`src/rtl/uart_reg_responder.sv`:
```
// -----------------------------------------------------------------------------
// uart_reg_responder
//
// Host-side peer of a UART core. Collects received bytes into register-access
// frames (SYNC, CMD, ADDR[, DATA]), performs one register bus access and sends
// a one-byte reply through the transmitter handshake.
//
//   CMD 8'h01 : write ADDR <= DATA, reply ACK_BYTE
//   CMD 8'h02 : read ADDR, reply with the read data
//   other     : no bus access, reply NAK_BYTE
//
// Optional feature, macro UART_REG_RESP_CSUM_EN:
//   Each frame carries a trailing CSUM byte equal to CMD ^ ADDR (^ DATA for
//   writes). A mismatch suppresses the bus access and the reply is NAK_BYTE.
//   Without the macro the frame ends at DATA (write) or ADDR (read/unknown).
//
// Ports:
//   clk, rst   : clock, synchronous active-high reset
//   rx_data    : received byte, valid while rx_done is high
//   rx_done    : one-cycle pulse per received byte
//   tx_start   : one-cycle pulse requesting transmission of tx_data
//   tx_data    : reply byte, held from tx_start until tx_done
//   tx_done    : one-cycle pulse when the transmitter has finished
//   bus_wr     : one-cycle register write strobe
//   bus_rd     : one-cycle register read strobe
//   bus_addr   : register address
//   bus_wdata  : register write data
//   bus_rdata  : register read data, valid the cycle after bus_rd
//   busy       : high whenever a frame or reply is in progress
//   frame_err  : one-cycle pulse when a frame is abandoned on inter-byte timeout
// -----------------------------------------------------------------------------
module uart_reg_responder #(
    parameter logic [7:0]  SYNC_BYTE   = 8'hA5,
    parameter int unsigned TIMEOUT_CYC = 100000,
    parameter logic [7:0]  ACK_BYTE    = 8'h06,
    parameter logic [7:0]  NAK_BYTE    = 8'h15
) (
    input  logic       clk,
    input  logic       rst,
    input  logic [7:0] rx_data,
    input  logic       rx_done,
    output logic       tx_start,
    output logic [7:0] tx_data,
    input  logic       tx_done,
    output logic       bus_wr,
    output logic       bus_rd,
    output logic [7:0] bus_addr,
    output logic [7:0] bus_wdata,
    input  logic [7:0] bus_rdata,
    output logic       busy,
    output logic       frame_err
);

    localparam logic [7:0] CmdWrite = 8'h01;
    localparam logic [7:0] CmdRead  = 8'h02;

    localparam int unsigned CntW = $clog2(TIMEOUT_CYC + 1);
    // The counter restarts at 0 the cycle after an accepted byte, so the cycle
    // in which it would step to TIMEOUT_CYC-1 is the expiry cycle.
    localparam logic [CntW-1:0] CntExpire = CntW'(TIMEOUT_CYC - 2);

    typedef enum logic [3:0] {
        StIdle,
        StGetCmd,
        StGetAddr,
        StGetData,
`ifdef UART_REG_RESP_CSUM_EN
        StGetCsum,
`endif
        StExec,
        StRdWait,
        StSend,
        StWaitDone
    } state_e;

    state_e          state_q, state_d;
    logic [7:0]      cmd_q, cmd_d;
    logic [7:0]      bus_addr_q, bus_addr_d;
    logic [7:0]      bus_wdata_q, bus_wdata_d;
    logic [7:0]      tx_data_q, tx_data_d;
    logic [CntW-1:0] cnt_q, cnt_d;

    logic in_get;
    logic timeout_hit;
    logic csum_ok;
    logic cmd_is_wr;
    logic cmd_is_rd;

`ifdef UART_REG_RESP_CSUM_EN
    logic       csum_ok_q, csum_ok_d;
    logic [7:0] csum_exp;

    assign csum_exp = cmd_q ^ bus_addr_q ^ (cmd_is_wr ? bus_wdata_q : 8'h00);
    assign csum_ok  = csum_ok_q;
`else
    assign csum_ok  = 1'b1;
`endif

    assign cmd_is_wr = (cmd_q == CmdWrite);
    assign cmd_is_rd = (cmd_q == CmdRead);

    // Frame-collection states are the only ones covered by the timeout.
    always_comb begin
        in_get = 1'b0;
        unique case (state_q)
            StGetCmd, StGetAddr, StGetData: in_get = 1'b1;
`ifdef UART_REG_RESP_CSUM_EN
            StGetCsum:                      in_get = 1'b1;
`endif
            default:                        in_get = 1'b0;
        endcase
    end

    // A byte arriving in the expiry cycle takes priority over the timeout.
    assign timeout_hit = in_get && !rx_done && (cnt_q == CntExpire);

    // -------------------------------------------------------------------------
    // State register
    // -------------------------------------------------------------------------
    always_ff @(posedge clk) begin
        if (rst) begin
            state_q <= StIdle;
        end else begin
            state_q <= state_d;
        end
    end

    // -------------------------------------------------------------------------
    // Next-state logic
    // -------------------------------------------------------------------------
    always_comb begin
        state_d = state_q;
        unique case (state_q)
            StIdle: begin
                if (rx_done && (rx_data == SYNC_BYTE)) begin
                    state_d = StGetCmd;
                end
            end
            StGetCmd: begin
                if (rx_done) begin
                    state_d = StGetAddr;
                end else if (timeout_hit) begin
                    state_d = StIdle;
                end
            end
            StGetAddr: begin
                if (rx_done) begin
                    if (cmd_is_wr) begin
                        state_d = StGetData;
                    end else begin
`ifdef UART_REG_RESP_CSUM_EN
                        state_d = StGetCsum;
`else
                        state_d = StExec;
`endif
                    end
                end else if (timeout_hit) begin
                    state_d = StIdle;
                end
            end
            StGetData: begin
                if (rx_done) begin
`ifdef UART_REG_RESP_CSUM_EN
                    state_d = StGetCsum;
`else
                    state_d = StExec;
`endif
                end else if (timeout_hit) begin
                    state_d = StIdle;
                end
            end
`ifdef UART_REG_RESP_CSUM_EN
            StGetCsum: begin
                if (rx_done) begin
                    state_d = StExec;
                end else if (timeout_hit) begin
                    state_d = StIdle;
                end
            end
`endif
            StExec: begin
                state_d = (csum_ok && cmd_is_rd) ? StRdWait : StSend;
            end
            StRdWait: begin
                state_d = StSend;
            end
            StSend: begin
                state_d = StWaitDone;
            end
            StWaitDone: begin
                if (tx_done) begin
                    state_d = StIdle;
                end
            end
            default: begin
                state_d = StIdle;
            end
        endcase
    end

    // -------------------------------------------------------------------------
    // Datapath registers
    // -------------------------------------------------------------------------
    always_ff @(posedge clk) begin
        if (rst) begin
            cmd_q       <= 8'h00;
            bus_addr_q  <= 8'h00;
            bus_wdata_q <= 8'h00;
            tx_data_q   <= 8'h00;
            cnt_q       <= '0;
`ifdef UART_REG_RESP_CSUM_EN
            csum_ok_q   <= 1'b0;
`endif
        end else begin
            cmd_q       <= cmd_d;
            bus_addr_q  <= bus_addr_d;
            bus_wdata_q <= bus_wdata_d;
            tx_data_q   <= tx_data_d;
            cnt_q       <= cnt_d;
`ifdef UART_REG_RESP_CSUM_EN
            csum_ok_q   <= csum_ok_d;
`endif
        end
    end

    always_comb begin
        cmd_d       = cmd_q;
        bus_addr_d  = bus_addr_q;
        bus_wdata_d = bus_wdata_q;
        tx_data_d   = tx_data_q;
`ifdef UART_REG_RESP_CSUM_EN
        csum_ok_d   = csum_ok_q;
`endif

        // Counts idle cycles inside a frame; zero everywhere else.
        if (in_get && !rx_done && !timeout_hit) begin
            cnt_d = cnt_q + CntW'(1);
        end else begin
            cnt_d = '0;
        end

        unique case (state_q)
            StGetCmd: begin
                if (rx_done) cmd_d = rx_data;
            end
            StGetAddr: begin
                if (rx_done) bus_addr_d = rx_data;
            end
            StGetData: begin
                if (rx_done) bus_wdata_d = rx_data;
            end
`ifdef UART_REG_RESP_CSUM_EN
            StGetCsum: begin
                if (rx_done) csum_ok_d = (rx_data == csum_exp);
            end
`endif
            StExec: begin
                if (csum_ok && cmd_is_wr) begin
                    tx_data_d = ACK_BYTE;
                end else if (!(csum_ok && cmd_is_rd)) begin
                    tx_data_d = NAK_BYTE;
                end
            end
            StRdWait: begin
                tx_data_d = bus_rdata;
            end
            default: begin
            end
        endcase
    end

    // -------------------------------------------------------------------------
    // Outputs
    // -------------------------------------------------------------------------
    always_comb begin
        busy      = (state_q != StIdle);
        tx_start  = (state_q == StSend);
        bus_wr    = (state_q == StExec) && csum_ok && cmd_is_wr;
        bus_rd    = (state_q == StExec) && csum_ok && cmd_is_rd;
        frame_err = timeout_hit;
        tx_data   = tx_data_q;
        bus_addr  = bus_addr_q;
        bus_wdata = bus_wdata_q;
    end

endmodule

```
`config.mk`:
```
export PLATFORM = sky130hd
export DESIGN_NAME = uart_reg_responder
export DESIGN_NICKNAME = d
export VERILOG_FILES = /design/src/rtl/uart_reg_responder.sv
export SDC_FILE = /design/constraint.sdc
export NUM_CORES = 1
export LEC_CHECK = 0
export ABC_AREA = 1
export CAP_MARGIN = 20
export CORE_MARGIN = 2
export CORE_UTILIZATION = 41
export DETAILED_ROUTE_END_ITERATION = 8
export DONT_BUFFER_PORTS = 1
export PLACE_DENSITY = 0.52
export SYNTH_ARGS = -nofsm -noshare
export SYNTH_HDL_FRONTEND = slang
export SYNTH_SLANG_ARGS = --single-unit
```
`constraint.sdc`:
```
create_clock -name clk -period 1.7 [get_ports clk]
set_clock_uncertainty 0.1 [all_clocks]
set_input_delay 0.34 -clock clk [delete_from_list [all_inputs] [get_ports clk]]
set_output_delay 0.34 -clock clk [all_outputs]
set_load 0.005 [all_outputs]
```
==> flow_metrics.env <==
export IMPL_status="completed"
export IMPL_dieArea_um2=6570
export IMPL_synthesis_nets=349
export IMPL_fin_tns_setup_ps=0
export IMPL_wl_per_cell_um=13.6
export IMPL_drive_gt1_share_pct=25.1
export IMPL_max_slew_margin_rel_pct=35.8
export IMPL_syn_inst=327
export IMPL_layout_common_cells="nand2_1, dfxtp_1, a21oi_1"
export IMPL_cts_path_max_buffers=2
export IMPL_avgSynthCellArea_um2=7.45
export IMPL_ys_warn_count=0
export IMPL_antenna_left=0
export IMPL_clock_root_buffer="clkbuf_8"
export IMPL_crit_type="reg2out"
export IMPL_p_leak_nw=1.03
export IMPL_min_period_ps=1640
export IMPL_fmax_mhz=609
export IMPL_initial_core_util_pct=41.9
export IMPL_io_buffers=0
export IMPL_dieWidth_um=81.1
export IMPL_place_hpwl_um=4070
export IMPL_rows=28
export IMPL_ys_flop_type="dfxtp_1"
export IMPL_finalSetupViolations=0
export IMPL_final_max_slew_viol_count=0
export IMPL_async_flop_share_pct=0
export IMPL_cts_clk_slew_worst_paths_ps=90
export IMPL_gr_usage_all_layers_pct=18.2
export IMPL_cts_max_level=2
export IMPL_ys_ff_latch=53
export IMPL_grt_ovfl_total=0
export IMPL_first_pass_iters=4
export IMPL_vdd_ir_drop_max_mv=0.384
export IMPL_io_pins=49
export IMPL_rsz0062_at_grt="true"
export IMPL_critPathRequiredTime_ps=1260
export IMPL_r2r_worst_path_cells=10
export IMPL_antenna_found_initial=0
export IMPL_synth_seq_area_share_pct=43.6
export IMPL_antenna_cells=0
export IMPL_fill_cells=612
export IMPL_place_congestion=0.830
export IMPL_cap_violations=0
export IMPL_clock_sinks=53
export IMPL_hold_viol=0
export IMPL_grt_pass1_vias=1904
export IMPL_drc=0
export IMPL_final_common_cell="nand2_1"
export IMPL_drt_iter0_drc=91
export IMPL_worst_path_max_fanout=3
export IMPL_wl_um=5810
export IMPL_nets=373
export IMPL_area_growth_pct=18.4
export IMPL_ys_types=34
export IMPL_grt_pass1_wl_um=9180
export IMPL_tritoncts="yes"
export IMPL_core_um2=5820
export IMPL_hp_class="in2reg"
export IMPL_grt_max_degree=25
export IMPL_worst_slew_pin_slew_ps=960
export IMPL_endpoint_kind="primary output"
export IMPL_synth_area_um2=2430
export IMPL_startpoint_type="flip-flop"
export IMPL_min_path_cells=2
export IMPL_clk_latency_ps=300
export IMPL_via_per_inst=4.96
export IMPL_die_h_um=81.1
export IMPL_cts_buffers=5
export IMPL_pwr_density_cell_nw_per_um2=753
export IMPL_finalCritPeriodShare_pct=96.7
export IMPL_synth_edf_count=0
export IMPL_via_count=2111
export IMPL_postLayoutCoreUtil_pct=49.6
export IMPL_crit_arrival_ps=1200
==> cell usage after synthesis, types with 3 or more instances <==
library cell | instances | area share [%]
nor2_1 | 31 | 4.8
nor3_1 | 4 | 0.82
xor2_1 | 4 | 1.4
nand2_2 | 5 | 1.3
inv_1 | 28 | 4.3
nor2_4 | 5 | 2.3
a21oi_1 | 38 | 7.8
nand4_1 | 5 | 1.3
clkbuf_1 | 5 | 0.77
inv_2 | 11 | 1.7
dfxtp_1 | 53 | 44
nor3b_1 | 3 | 0.92
nor2_2 | 4 | 1.0
o21ai_0 | 8 | 1.6
nand3_1 | 22 | 4.5
nand2_1 | 71 | 11
==> per-layer routing <==
metal / global-route usage [%] / vias to the layer above / wire length (µm)
met4: 5.08 / 0 / 33
met2: 27.2 / 44 / 2630
met1: 25.0 / 953 / 2760
met5: 0 / - / 0
met3: 6.22 / 2 / 377
li1: - / 1112 / -
==> worst max-delay path, cell delays in order (launching register included) <==
cell and delay, ps:
dfxtp_2 350, nand2_1 50, inv_1 100, nand3_1 80, nor2_1 100, nand2_1 80, nor3_2 140
==> what timing repair did <==
action                                  4_1_cts  5_1_grt
hold buffers                                  1        0
buffers inserted                              7        9
gates resized for setup                      16       12
hold endpoints to repair                     24        0
pin swaps                                     6        6
endpoints found under the setup margin        3       27
==> power breakdown <==
group / switching (mW) / leakage, nW / internal (mW)
logic: 0.0578 / 0.545 / 0.0304
clock network: 0.402 / 0.0540 / 0.429
registers: 0.00611 / 0.432 / 1.25
total: 0.465 / 1.03 / 1.71
==> final timing paths <==
path	startpoint	endpoint	slack [ps]
worst max-delay path	cnt_q[10]	frame_err	60
worst min-delay path	rx_data[0]	bus_wdata[0]	70
worst max register to register	cnt_q[1]	cnt_q[15]	90
worst min register to register	cmd_q[7]	cmd_q[7]	360
==> final cells by class <==
type / instances / area (µm²) / share of cell area, %
Timing Repair Buffer: 26 / 198 / 6.86
Sequential cell: 53 / 1070 / 37.2
Clock inverter: 2 / 35.0 / 1.22
Inverter: 39 / 146 / 5.08
Clock buffer: 5 / 68.8 / 2.39
Tap cell: 75 / 93.8 / 3.26
Multi-Input combinational cell: 226 / 1270 / 44.0
==> through the flow <==
| step | hold slack (ps) | power (mW) | worst slack, ps | instances | area, µm² |
|---|---|---|---|---|---|
| floorplan | 324 | 1.35 | 194 | 327 | 2430 |
| global placement | 313 | 1.34 | 148 | 402 | 2550 |
| detailed placement | 315 | 1.34 | 109 | 402 | 2550 |
| CTS | 56.7 | 2.20 | -32.8 | 417 | 2770 |
| global route | 65.8 | 2.26 | -82.9 | 426 | 2880 |
| finish | 69.7 | 2.17 | 56.8 | 426 | 2880 |
==> registers in the layout (all words and copies together) (netlist names) <==
register	cells
tx_data	8
cmd_q	8
bus_wdata	8
bus_addr	8
state_q	4
cnt_q	17
==> cell families (layout without fill, tap and decap cells) <==
| family | after synthesis | count (layout) | share of synthesized area [%] |
|---|---|---|---|
| compound gates | 59 | 59 | 13.5 |
| xor+xnor | 4 | 4 | 1.44 |
| fa+ha+maj | 2 | 2 | 1.03 |
| buf+inv | 48 | 72 | 7.81 |
| flops | 53 | 53 | 43.6 |
| other cells | 1 | 1 | 0.154 |
| simple gates | 160 | 160 | 32.5 |
(Power assumes the default switching activity.)
